===== config.mk =====
export PLATFORM = sky130hd
export DESIGN_NAME = ssd1306_spi_decoder
export DESIGN_NICKNAME = d
export VERILOG_FILES = /design/src/rtl/ssd1306_spi_decoder.sv
export SDC_FILE = /design/constraint.sdc
export NUM_CORES = 1
export LEC_CHECK = 0
export BUFFER_PORTS_ARGS = -buffer_cell sky130_fd_sc_hd__buf_2
export CELL_PAD_IN_SITES_DETAIL_PLACEMENT = 2
export CELL_PAD_IN_SITES_GLOBAL_PLACEMENT = 2
export CORE_MARGIN = 4
export CORE_UTILIZATION = 39
export DETAILED_ROUTE_END_ITERATION = 8
export HOLD_SLACK_MARGIN = 0.02
export PLACE_DENSITY_LB_ADDON = 0.12
export SETUP_SLACK_MARGIN = 0.4
export SYNTH_ARGS = -nofsm -noshare
export SYNTH_HDL_FRONTEND = slang
export SYNTH_SLANG_ARGS = --single-unit

===== constraint.sdc =====
create_clock -name clock -period 2.9 [get_ports clock]
set_clock_uncertainty 0.05 [all_clocks]
set_input_delay 0.29 -clock clock [delete_from_list [all_inputs] [get_ports clock]]
set_output_delay 0.29 -clock clock [all_outputs]
set_load 0.05 [all_outputs]

===== src/rtl/ssd1306_spi_decoder.sv =====
// ssd1306_spi_decoder: SSD1306-style SPI front end for the Arduboy display path.
// The block deserializes the SPI byte stream, decodes display commands and turns
// data bytes into addressed writes to the 8-page x 128-column framebuffer.
// Optional macro OLED_CMD_DECODE_EN enables full command decoding. Without it,
// every command byte only homes the pointer, and the status outputs are tied.
module ssd1306_spi_decoder #(
  parameter int SYNC_STAGES = 2
) (
  input  logic       clock,
  input  logic       reset,
  input  logic       oled_sck,
  input  logic       oled_mosi,
  input  logic       oled_dc,
  input  logic       oled_cs_n,
  output logic       fb_we,
  output logic [9:0] fb_addr,
  output logic [7:0] fb_data,
  output logic       frame_done,
  output logic       display_on,
  output logic       invert,
  output logic [7:0] contrast
);

  typedef enum logic [1:0] {
    MODE_HORIZ = 2'b00,
    MODE_VERT  = 2'b01,
    MODE_PAGE  = 2'b10
  } addr_mode_e;

  logic [SYNC_STAGES-1:0] sck_sync;
  logic [SYNC_STAGES-1:0] mosi_sync;
  logic [SYNC_STAGES-1:0] dc_sync;
  logic [SYNC_STAGES-1:0] cs_sync;
  logic                   sck_d;
  logic                   sck_s;
  logic                   mosi_s;
  logic                   dc_s;
  logic                   cs_s;
  logic                   sck_rise;

  logic [6:0] shift_reg;
  logic [2:0] bit_cnt;
  logic       byte_valid;
  logic [7:0] byte_data;
  logic       byte_dc;

  logic [6:0] col_ptr;
  logic [2:0] page_ptr;
  logic [6:0] col_nx;
  logic [2:0] page_nx;
  logic       we_nx;
  logic [9:0] addr_nx;
  logic [7:0] data_nx;
  logic       done_nx;

  addr_mode_e mode_q;
  logic [6:0] col_start_q;
  logic [6:0] col_end_q;
  logic [2:0] page_start_q;
  logic [2:0] page_end_q;

`ifdef OLED_CMD_DECODE_EN
  typedef enum logic [1:0] {
    S_IDLE = 2'b00,
    S_ARG1 = 2'b01,
    S_ARG2 = 2'b10
  } cmd_state_e;

  cmd_state_e state_q;
  cmd_state_e state_nx;
  logic [7:0] opcode_q;
  logic [7:0] opcode_nx;
  addr_mode_e mode_nx;
  logic [6:0] col_start_nx;
  logic [6:0] col_end_nx;
  logic [2:0] page_start_nx;
  logic [2:0] page_end_nx;
  logic       disp_q;
  logic       disp_nx;
  logic       inv_q;
  logic       inv_nx;
  logic [7:0] contrast_q;
  logic [7:0] contrast_nx;

  assign display_on = disp_q;
  assign invert     = inv_q;
  assign contrast   = contrast_q;
`else
  assign mode_q       = MODE_HORIZ;
  assign col_start_q  = 7'd0;
  assign col_end_q    = 7'd127;
  assign page_start_q = 3'd0;
  assign page_end_q   = 3'd7;
  assign display_on   = 1'b1;
  assign invert       = 1'b0;
  assign contrast     = 8'h7F;
`endif

  assign sck_s    = sck_sync[SYNC_STAGES-1];
  assign mosi_s   = mosi_sync[SYNC_STAGES-1];
  assign dc_s     = dc_sync[SYNC_STAGES-1];
  assign cs_s     = cs_sync[SYNC_STAGES-1];
  assign sck_rise = sck_s & ~sck_d;

  // Synchronize the asynchronous SPI pins; sck_d gives the edge-detect history
  always_ff @(posedge clock or negedge reset) begin
    if (!reset) begin
      sck_sync  <= '0;
      mosi_sync <= '0;
      dc_sync   <= '0;
      cs_sync   <= '1;
      sck_d     <= 1'b0;
    end else begin
      sck_sync  <= {sck_sync[SYNC_STAGES-2:0], oled_sck};
      mosi_sync <= {mosi_sync[SYNC_STAGES-2:0], oled_mosi};
      dc_sync   <= {dc_sync[SYNC_STAGES-2:0], oled_dc};
      cs_sync   <= {cs_sync[SYNC_STAGES-2:0], oled_cs_n};
      sck_d     <= sck_s;
    end
  end

  // Shift in MSB-first bits; a deselect drops any partial byte
  always_ff @(posedge clock or negedge reset) begin
    if (!reset) begin
      shift_reg  <= '0;
      bit_cnt    <= '0;
      byte_valid <= 1'b0;
      byte_data  <= '0;
      byte_dc    <= 1'b0;
    end else begin
      byte_valid <= 1'b0;
      if (cs_s) begin
        bit_cnt <= '0;
      end else if (sck_rise) begin
        shift_reg <= {shift_reg[5:0], mosi_s};
        bit_cnt   <= bit_cnt + 3'd1;
        if (bit_cnt == 3'd7) begin
          byte_valid <= 1'b1;
          byte_data  <= {shift_reg, mosi_s};
          byte_dc    <= dc_s;
        end
      end
    end
  end

  // Decode cycle: data bytes become writes plus a pointer advance, commands update state
  always_comb begin
    col_nx  = col_ptr;
    page_nx = page_ptr;
    we_nx   = 1'b0;
    addr_nx = fb_addr;
    data_nx = fb_data;
    done_nx = 1'b0;
`ifdef OLED_CMD_DECODE_EN
    state_nx      = state_q;
    opcode_nx     = opcode_q;
    mode_nx       = mode_q;
    col_start_nx  = col_start_q;
    col_end_nx    = col_end_q;
    page_start_nx = page_start_q;
    page_end_nx   = page_end_q;
    disp_nx       = disp_q;
    inv_nx        = inv_q;
    contrast_nx   = contrast_q;
`endif
    if (byte_valid) begin
      if (byte_dc) begin
`ifdef OLED_CMD_DECODE_EN
        state_nx = S_IDLE;
`endif
        we_nx   = 1'b1;
        addr_nx = {page_ptr, col_ptr};
        data_nx = byte_data;
        case (mode_q)
          MODE_VERT: begin
            if (page_ptr == page_end_q) begin
              page_nx = page_start_q;
              if (col_ptr == col_end_q) begin
                col_nx  = col_start_q;
                done_nx = 1'b1;
              end else begin
                col_nx = col_ptr + 7'd1;
              end
            end else begin
              page_nx = page_ptr + 3'd1;
            end
          end
          MODE_PAGE: begin
            col_nx = (col_ptr == col_end_q) ? col_start_q : col_ptr + 7'd1;
          end
          default: begin
            if (col_ptr == col_end_q) begin
              col_nx = col_start_q;
              if (page_ptr == page_end_q) begin
                page_nx = page_start_q;
                done_nx = 1'b1;
              end else begin
                page_nx = page_ptr + 3'd1;
              end
            end else begin
              col_nx = col_ptr + 7'd1;
            end
          end
        endcase
      end else begin
`ifdef OLED_CMD_DECODE_EN
        case (state_q)
          S_IDLE: begin
            opcode_nx = byte_data;
            casez (byte_data)
              8'h20, 8'h21, 8'h22, 8'h81, 8'hA8, 8'hD3,
              8'hD5, 8'hD9, 8'hDA, 8'hDB, 8'h8D: state_nx = S_ARG1;
              8'hAE: disp_nx = 1'b0;
              8'hAF: disp_nx = 1'b1;
              8'hA6: inv_nx  = 1'b0;
              8'hA7: inv_nx  = 1'b1;
              8'b1011_0???: page_nx = byte_data[2:0];
              8'b0000_????: col_nx  = {col_ptr[6:4], byte_data[3:0]};
              8'b0001_0???: col_nx  = {byte_data[2:0], col_ptr[3:0]};
              default: ;
            endcase
          end
          S_ARG1: begin
            state_nx = S_IDLE;
            case (opcode_q)
              8'h20: begin
                if (byte_data[1:0] != 2'b11) mode_nx = addr_mode_e'(byte_data[1:0]);
              end
              8'h21: begin
                col_start_nx = byte_data[6:0];
                state_nx     = S_ARG2;
              end
              8'h22: begin
                page_start_nx = byte_data[2:0];
                state_nx      = S_ARG2;
              end
              8'h81: contrast_nx = byte_data;
              default: ;
            endcase
          end
          S_ARG2: begin
            state_nx = S_IDLE;
            if (opcode_q == 8'h21) begin
              col_end_nx = byte_data[6:0];
              col_nx     = col_start_q;
            end else if (opcode_q == 8'h22) begin
              page_end_nx = byte_data[2:0];
              page_nx     = page_start_q;
            end
          end
          default: state_nx = S_IDLE;
        endcase
`else
        col_nx  = '0;
        page_nx = '0;
`endif
      end
    end
  end

  // Register pointers, write outputs and command state from the decode cycle
  always_ff @(posedge clock or negedge reset) begin
    if (!reset) begin
      col_ptr    <= '0;
      page_ptr   <= '0;
      fb_we      <= 1'b0;
      fb_addr    <= '0;
      fb_data    <= '0;
      frame_done <= 1'b0;
`ifdef OLED_CMD_DECODE_EN
      state_q      <= S_IDLE;
      opcode_q     <= '0;
      mode_q       <= MODE_PAGE;
      col_start_q  <= 7'd0;
      col_end_q    <= 7'd127;
      page_start_q <= 3'd0;
      page_end_q   <= 3'd7;
      disp_q       <= 1'b0;
      inv_q        <= 1'b0;
      contrast_q   <= 8'h7F;
`endif
    end else begin
      col_ptr    <= col_nx;
      page_ptr   <= page_nx;
      fb_we      <= we_nx;
      fb_addr    <= addr_nx;
      fb_data    <= data_nx;
      frame_done <= done_nx;
`ifdef OLED_CMD_DECODE_EN
      state_q      <= state_nx;
      opcode_q     <= opcode_nx;
      mode_q       <= mode_nx;
      col_start_q  <= col_start_nx;
      col_end_q    <= col_end_nx;
      page_start_q <= page_start_nx;
      page_end_q   <= page_end_nx;
      disp_q       <= disp_nx;
      inv_q        <= inv_nx;
      contrast_q   <= contrast_nx;
`endif
    end
  end

endmodule


==> results of run 1 <==
per-layer routing:
metal,vias to the layer above,part of all wire [%],global-route usage [%]
met2,26,51,24.93
li1,724,-,-
met1,794,43,19.57
met3,11,3.5,3.170
met5,-,0,0
met4,0,2.1,7.626
kinds of logic (layout without fill, tap and decap cells):
logic type,Yosys count,after routing
AND/OR/NAND/NOR,75,75
flip-flops,59,59
AO/OA/AOI/OAI,21,21
buffers and inverters,21,53
multiplexers,19,19
adder cells (fa/ha/maj),5,5
other,2,10
XOR/XNOR,1,1
cells in the final DEF (no fill, tap or decap), types with 2 or more instances in the layout:
cell type,netlist,layout
mux2i_1,4,4
a22o_1,3,3
o21ai_0,9,9
ha_1,5,5
o2bb2ai_1,2,2
clkbuf_1,2,3
clkbuf_8,0,11
buf_4,10,2
dfrtp_1,57,57
nor2_1,5,5
dlygate4sd3_1,0,5
buf_2,2,25
nand3_1,2,2
mux2_2,15,15
inv_1,5,5
conb_1,2,10
nand2_1,58,58
dfstp_2,2,2
timing repair:
action / 4_1_cts / 5_1_grt
buffers inserted: 0 / 0
hold endpoints to repair: 9 / 0
hold buffers: 5 / 0
power by group:
part	total [mW]	switching, mW	internal [mW]
sequential	0.906	0.0331	0.873
combinational	0.101	0.0593	0.0418
clock	0.740	0.297	0.444
area by class of cell:
cell class              instances  area, um^2  share of cell area (%)
flip-flops and latches         59        1479                   53.58
multi-input cells             131       780.7                   28.29
repair buffers                 32       190.2                   6.890
clock buffers                  14       162.7                   5.893
well taps                      75       93.84                   3.400
clock inverters                 2       35.03                   1.269
inverters                       5       18.77                  0.6800
final timing paths:
path | to | startpoint | cells past startpoint
max in group asynchronous | cs_sync[0]$_DFF_PN1_ | reset | 3
worst max register to register | byte_data[6]$_DFFE_PN0P_ | bit_cnt[0]$_DFFE_PN0P_ | 4
min in group clock | sck_sync[1]$_DFF_PN0_ | sck_sync[0]$_DFF_PN0_ | 0
worst min register to register | sck_sync[1]$_DFF_PN0_ | sck_sync[0]$_DFF_PN0_ | 0
worst min-delay path | fb_addr[5]$_DFFE_PN0P_ | reset | 2
worst max-delay path | byte_data[6]$_DFFE_PN0P_ | bit_cnt[0]$_DFFE_PN0P_ | 4
per-stage QoR:
step	util (%)	worst slack [ps]	instances	power (mW)
5_1_grt	46.90	841.7	318	1.842
6_report	46.90	989.5	318	1.747
3_5_place_dp	42.69	1017	297	1.020
3_3_place_gp	42.69	1066	297	1.010
4_1_cts	46.90	974.8	318	1.777
2_1_floorplan	-	1445	211	0.9895
critical path, stage by stage, from the launching register on:
cell and delay [ps]:
dfrtp_1 370, ha_1 160, ha_1 140, nor3b_2 640
mux2_2 410
==> run summary, run 1 <==
Max Freq -> 523.4 MHz
clock sinks -> 59
Max clock buf depth -> 2
Design Area, Final -> 2760 um^2
DRC errors left -> 0
type of the most critical hold path -> in2async
Arrival @ worst endpoint -> 2060 ps
average routed wire per standard cell -> 15.72 um
final number of setup-violating endpoints -> 0
detail-routed via count per cell -> 4.890
EDFF count, synth -> 0
Reg with most FFs -> fb_addr
synthesized area divided by synthesized cell count -> 11.64 um^2
Power Density -> 632.9 nW/um^2
Synth Flop Type -> dfrtp_1
via count of the routed design -> 1555
CTS root buffer -> clkbuf_8
yosys synthesis warning count -> 0
synthesized flop and latch total -> 59
count of mapped cells out of synthesis -> 203
clock tree from TritonCTS -> yes
Setup crit end kind -> register
area post-placement -> 2512 um^2
pin count of the biggest net entering global routing -> 34
top area cells in the synthesized netlist -> dfrtp_1, nand2_1, mux2_2
total of cells resized after clock tree synthesis -> 0
dominant cell type by area after synthesis -> dfrtp_1
share of the synthesized area in the top cell type -> 60.35%
final WL -> 4.998 mm
Worst setup SP type -> register
filler cell count -> 605
worst slew margin relative to its limit -> 48.04%
placer congestion estimate -> 0.7610
multiplexer fraction of the synthesized cell area -> 8.841%
initial standard-cell utilization of the core -> 40.16%
adder and majority gate portion of the synthesized area -> 2.647%
proportion of synthesized flip-flops having asynchronous set or reset -> 100.0%
ANT cells -> 0
xor-xnor portion of the synthesized cell area -> 0.3706%
ranking of synthesized cells by instance count -> nand2_1, dfrtp_1, mux2_2
Tmin final -> 1910 ps
result of the run -> finished clean
Setup CP Type -> reg2reg
die area -> 7369 um^2
total CTS buffers -> 9
clock insertion delay at the later pin of the skew report -> 330 ps
proportion of layout cells with a drive suffix above 1 -> 25.10%
area of the core -> 5886 um^2
height of the die -> 85.85 um
largest registers -> fb_addr (10), byte_data (8), fb_data (8)
detailed-routing iteration count for the pre-antenna-repair pass -> 3
Iteration-0 DRC Markers -> 60
post-detail-place hpwl -> 3.648 mm
number of global-route vias before repair -> 1776
accumulated negative setup slack -> 0 ps
number of flip-flops under the largest register name -> 10
Worst Tran Pin Value -> 776.0 ps
total number of H-tree levels -> 3
leak pwr -> 1.444 nW
cell area after synthesis -> 2364 um^2
worst ir drop on vdd -> 0.0003712 V
die outline width -> 85.85 um
Clock transition at path regs -> 70 ps
dominant combinational cell family by area after synthesis -> simple AND/OR/NAND/NOR gates
worst-path fanout max -> 11
Final period util -> 65.88%
Port Buf Inserts -> 25
final antenna-violating net count -> 0
initial antenna violation count -> 0
growth of design area from synthesis to finish -> 16.78%
final count of hold timing violations -> 0
required time of the worst setup path -> 3050 ps
number of different library cells in the post-synthesis netlist -> 35
dominant cell by count in the synthesized netlist -> nand2_1
I/O Pins -> 36
post-layout net count -> 249
Max Cap Viol -> 0
Synth Area in Simple Gates -> 13.76%
complex-gate fraction of the synthesized area -> 5.823%
share of the yosys chip area belonging to registers -> 62.57%
gr ovfl total -> 0
register-to-register setup slack -> 990 ps
global-route wire length before repair -> 8.728 mm
std cell rows -> 28
number of max-slew violations in the final report -> 0
Hold Slack -> 265.7 ps
unrepaired setup endpoints after global routing -> false
GR Util All Layers -> 15.37%
Note: power is estimated with default switching activity, not from simulation.
==> run 2, diff against run 1 <==
--- a/config.mk
+++ b/config.mk
@@ -9,7 +9,7 @@
 export CELL_PAD_IN_SITES_DETAIL_PLACEMENT = 2
 export CELL_PAD_IN_SITES_GLOBAL_PLACEMENT = 2
 export CORE_MARGIN = 4
-export CORE_UTILIZATION = 39
+export CORE_UTILIZATION = 33
 export DETAILED_ROUTE_END_ITERATION = 8
 export HOLD_SLACK_MARGIN = 0.02
 export PLACE_DENSITY_LB_ADDON = 0.12
==> constraint.sdc (replaced) <==
create_clock -name clock -period 1.6 [get_ports clock]
set_clock_uncertainty 0.05 [all_clocks]
set_input_delay 0.16 -clock clock [delete_from_list [all_inputs] [get_ports clock]]
set_output_delay 0.16 -clock clock [all_outputs]
set_load 0.05 [all_outputs]
==> run 2 against run 1 <==
Net effect:
- combinational power rose to 2.6 times the previous value
- highest routed layer unchanged
- critical endpoint unchanged
- cell area up 21%
- largest power group is now clock
- power grew 100%
- fmax is 25% higher
- sequential share of layout area shrank 9.1 points
==> run summary, run 2 (synthesized netlist as in run 1, its figures left out) <==
number of max-slew violations in the final report -> 0 (unchanged)
Tmin final -> 1527 ps (was 1910 ps)
final count of hold timing violations -> 0 (unchanged)
ANT cells -> 0 (unchanged)
post-layout net count -> 279 (was 249)
number of global-route vias before repair -> 1861 (was 1776)
clock tree from TritonCTS -> yes (unchanged)
post-detail-place hpwl -> 3.792 mm (was 3.648 mm)
terminus of the critical flop-to-flop path -> byte_data[6]$_DFFE_PN0P_ (unchanged)
worst ir drop on vdd -> 0.0005587 V (was 0.0003712 V)
Setup crit end kind -> register (unchanged)
type of the most critical hold path -> in2async (unchanged)
via count of the routed design -> 1709 (was 1555)
number of flip-flops under the largest register name -> 10 (unchanged)
Worst setup SP type -> register (unchanged)
final number of setup-violating endpoints -> 0 (unchanged)
Hold Slack -> 298.7 ps (was 265.7 ps)
GR Util All Layers -> 14.66% (was 15.37%)
area post-placement -> 2695 um^2 (was 2512 um^2)
Power Total -> 3.578 mW (was 1.747 mW)
total number of H-tree levels -> 3 (unchanged)
accumulated negative setup slack -> 0 ps (unchanged)
Iteration-0 DRC Markers -> 42 (was 60)
initial standard-cell utilization of the core -> 34.41% (was 40.16%)
die outline width -> 92.63 um (was 85.85 um)
total CTS buffers -> 9 (unchanged)
area of the core -> 6869 um^2 (was 5886 um^2)
DRC errors left -> 0 (unchanged)
detailed-routing iteration count for the pre-antenna-repair pass -> 4 (was 3)
commonest non-fill, non-tap cells in the layout -> nand2_1, dfrtp_1, buf_4, buf_2 (was nand2_1, dfrtp_1, buf_2, mux2_2, clkbuf_8)
die area -> 8580 um^2 (was 7369 um^2)
I/O Pins -> 36 (unchanged)
required time of the worst setup path -> 1760 ps (was 3050 ps)
Power Density -> 1073 nW/um^2 (was 632.9 nW/um^2)
Design Area, Final -> 3336 um^2 (was 2760 um^2)
largest registers -> fb_addr (10), byte_data (8), fb_data (8) (unchanged)
average routed wire per standard cell -> 16.54 um (was 15.72 um)
register-to-register setup slack -> 70 ps (was 990 ps)
clock insertion delay at the later pin of the skew report -> 330 ps (about the same)
detail-routed via count per cell -> 4.631 (was 4.890)
placer congestion estimate -> 0.7279 (was 0.7610)
initial antenna violation count -> 0 (unchanged)
growth of design area from synthesis to finish -> 41.13% (was 16.78%)
proportion of layout cells with a drive suffix above 1 -> 42.86% (was 25.10%)
Port Buf Inserts -> 25 (unchanged)
filler cell count -> 682 (was 605)
Reg with most FFs -> fb_addr (unchanged)
global-route wire length before repair -> 9.687 mm (was 8.728 mm)
gr ovfl total -> 0 (unchanged)
final WL -> 6.102 mm (was 4.998 mm)
height of the die -> 92.63 um (was 85.85 um)
Setup CP Type -> reg2reg (unchanged)
Max clock buf depth -> 2 (unchanged)
Arrival @ worst endpoint -> 1680 ps (was 2060 ps)
leak pwr -> 1.684 nW (was 1.444 nW)
startpoint of the worst setup timing path -> bit_cnt[0]$_DFFE_PN0P_ (unchanged)
final antenna-violating net count -> 0 (unchanged)
clock sinks -> 59 (unchanged)
result of the run -> finished clean (unchanged)
most common cell after layout, fill and taps aside -> nand2_1 (unchanged)
pin count of the biggest net entering global routing -> 40 (was 34)
Max Freq -> 654.9 MHz (was 523.4 MHz)
worst-path fanout max -> 11 (unchanged)
unrepaired setup endpoints after global routing -> true (was false)
cell count of the worst reg-to-reg path -> 5 (was 4)
CTS root buffer -> clkbuf_8 (unchanged)
worst r2r src -> bit_cnt[0]$_DFFE_PN0P_ (unchanged)
Max Cap Viol -> 0 (unchanged)
std cell rows -> 30 (was 28)
Clock transition at path regs -> 70 ps (about the same)
Final period util -> 95.43% (was 65.88%)
-- run 2: cell types whose count changed in the layout (fill, tap and decap cells not counted), sizes merged --
| cell | delta |
|---|---|
| clkbuf | +3 |
| clkinv | +1 |
| buf | +24 |
| bufinv | +2 |
-- run 2: how the worst max path moves through the flow --
stage	to	slack, ps	cells past startpoint
floorplan	byte_data[0]$_DFFE_PN0P_	150	5
global placement	byte_data[1]$_DFFE_PN0P_	120	5
detailed placement	byte_data[6]$_DFFE_PN0P_	40	5
CTS	byte_data[6]$_DFFE_PN0P_	60	5
global route	byte_data[3]$_DFFE_PN0P_	20	5
finish	byte_data[6]$_DFFE_PN0P_	70	5
-- run 2: cell type report --
cell class                 instances  area (um^2)  share of cell area, %
sequential                        59         1484                  44.49
multi-input combinational        131        964.7                  28.92
timing repair buffer              62        506.7                  15.19
clock buffer                      11        141.4                  4.239
tap                               96        120.1                  3.601
clock inverter                     5        100.1                  3.001
inverter                           5        18.77                 0.5626
-- run 2: through the flow --
step	instances	utilization [%]	setup slack (ps)
2_1_floorplan	211	-	149.7
3_3_place_gp	323	39.24	121.7
3_5_place_dp	323	39.24	35.63
4_1_cts	355	45.48	62.07
5_1_grt	369	48.56	18.65
6_report	369	48.56	73.15
-- run 2: where the power goes --
group / total [mW] / leakage, nW / switching [mW] / internal, mW
Clock: 1.66 / 0.123 / 0.589 / 1.07
Combinational: 0.266 / 0.778 / 0.124 / 0.142
Sequential: 1.65 / 0.783 / 0.0694 / 1.58
Total: 3.58 / 1.68 / 0.783 / 2.80
-- run 2: critical path, cell delays in order (launching register included) --
cell	delay (ps)
dfrtp_1	360
ha_1	160
ha_1	140
nor3b_4	210
buf_12	160
mux2_2	340
-- run 2: repair_timing --
action / 4_1_cts / 5_1_grt
endpoints found under the hold margin: 61 / 0
buffers inserted: 11 / 14
pin swaps: 3 / 9
setup endpoints to repair: 31 / 56
hold buffers: 5 / 0
resized for setup: 11 / 30
-- run 2: metal layers --
| metal | share of wire, % | vias up | track usage [%] |
|---|---|---|---|
| met5 | 0 | - | 0 |
| met3 | 3.4 | 14 | 3.168 |
| li1 | - | 786 | - |
| met2 | 54 | 36 | 24.17 |
| met1 | 40 | 873 | 18.43 |
| met4 | 2.4 | 0 | 6.593 |
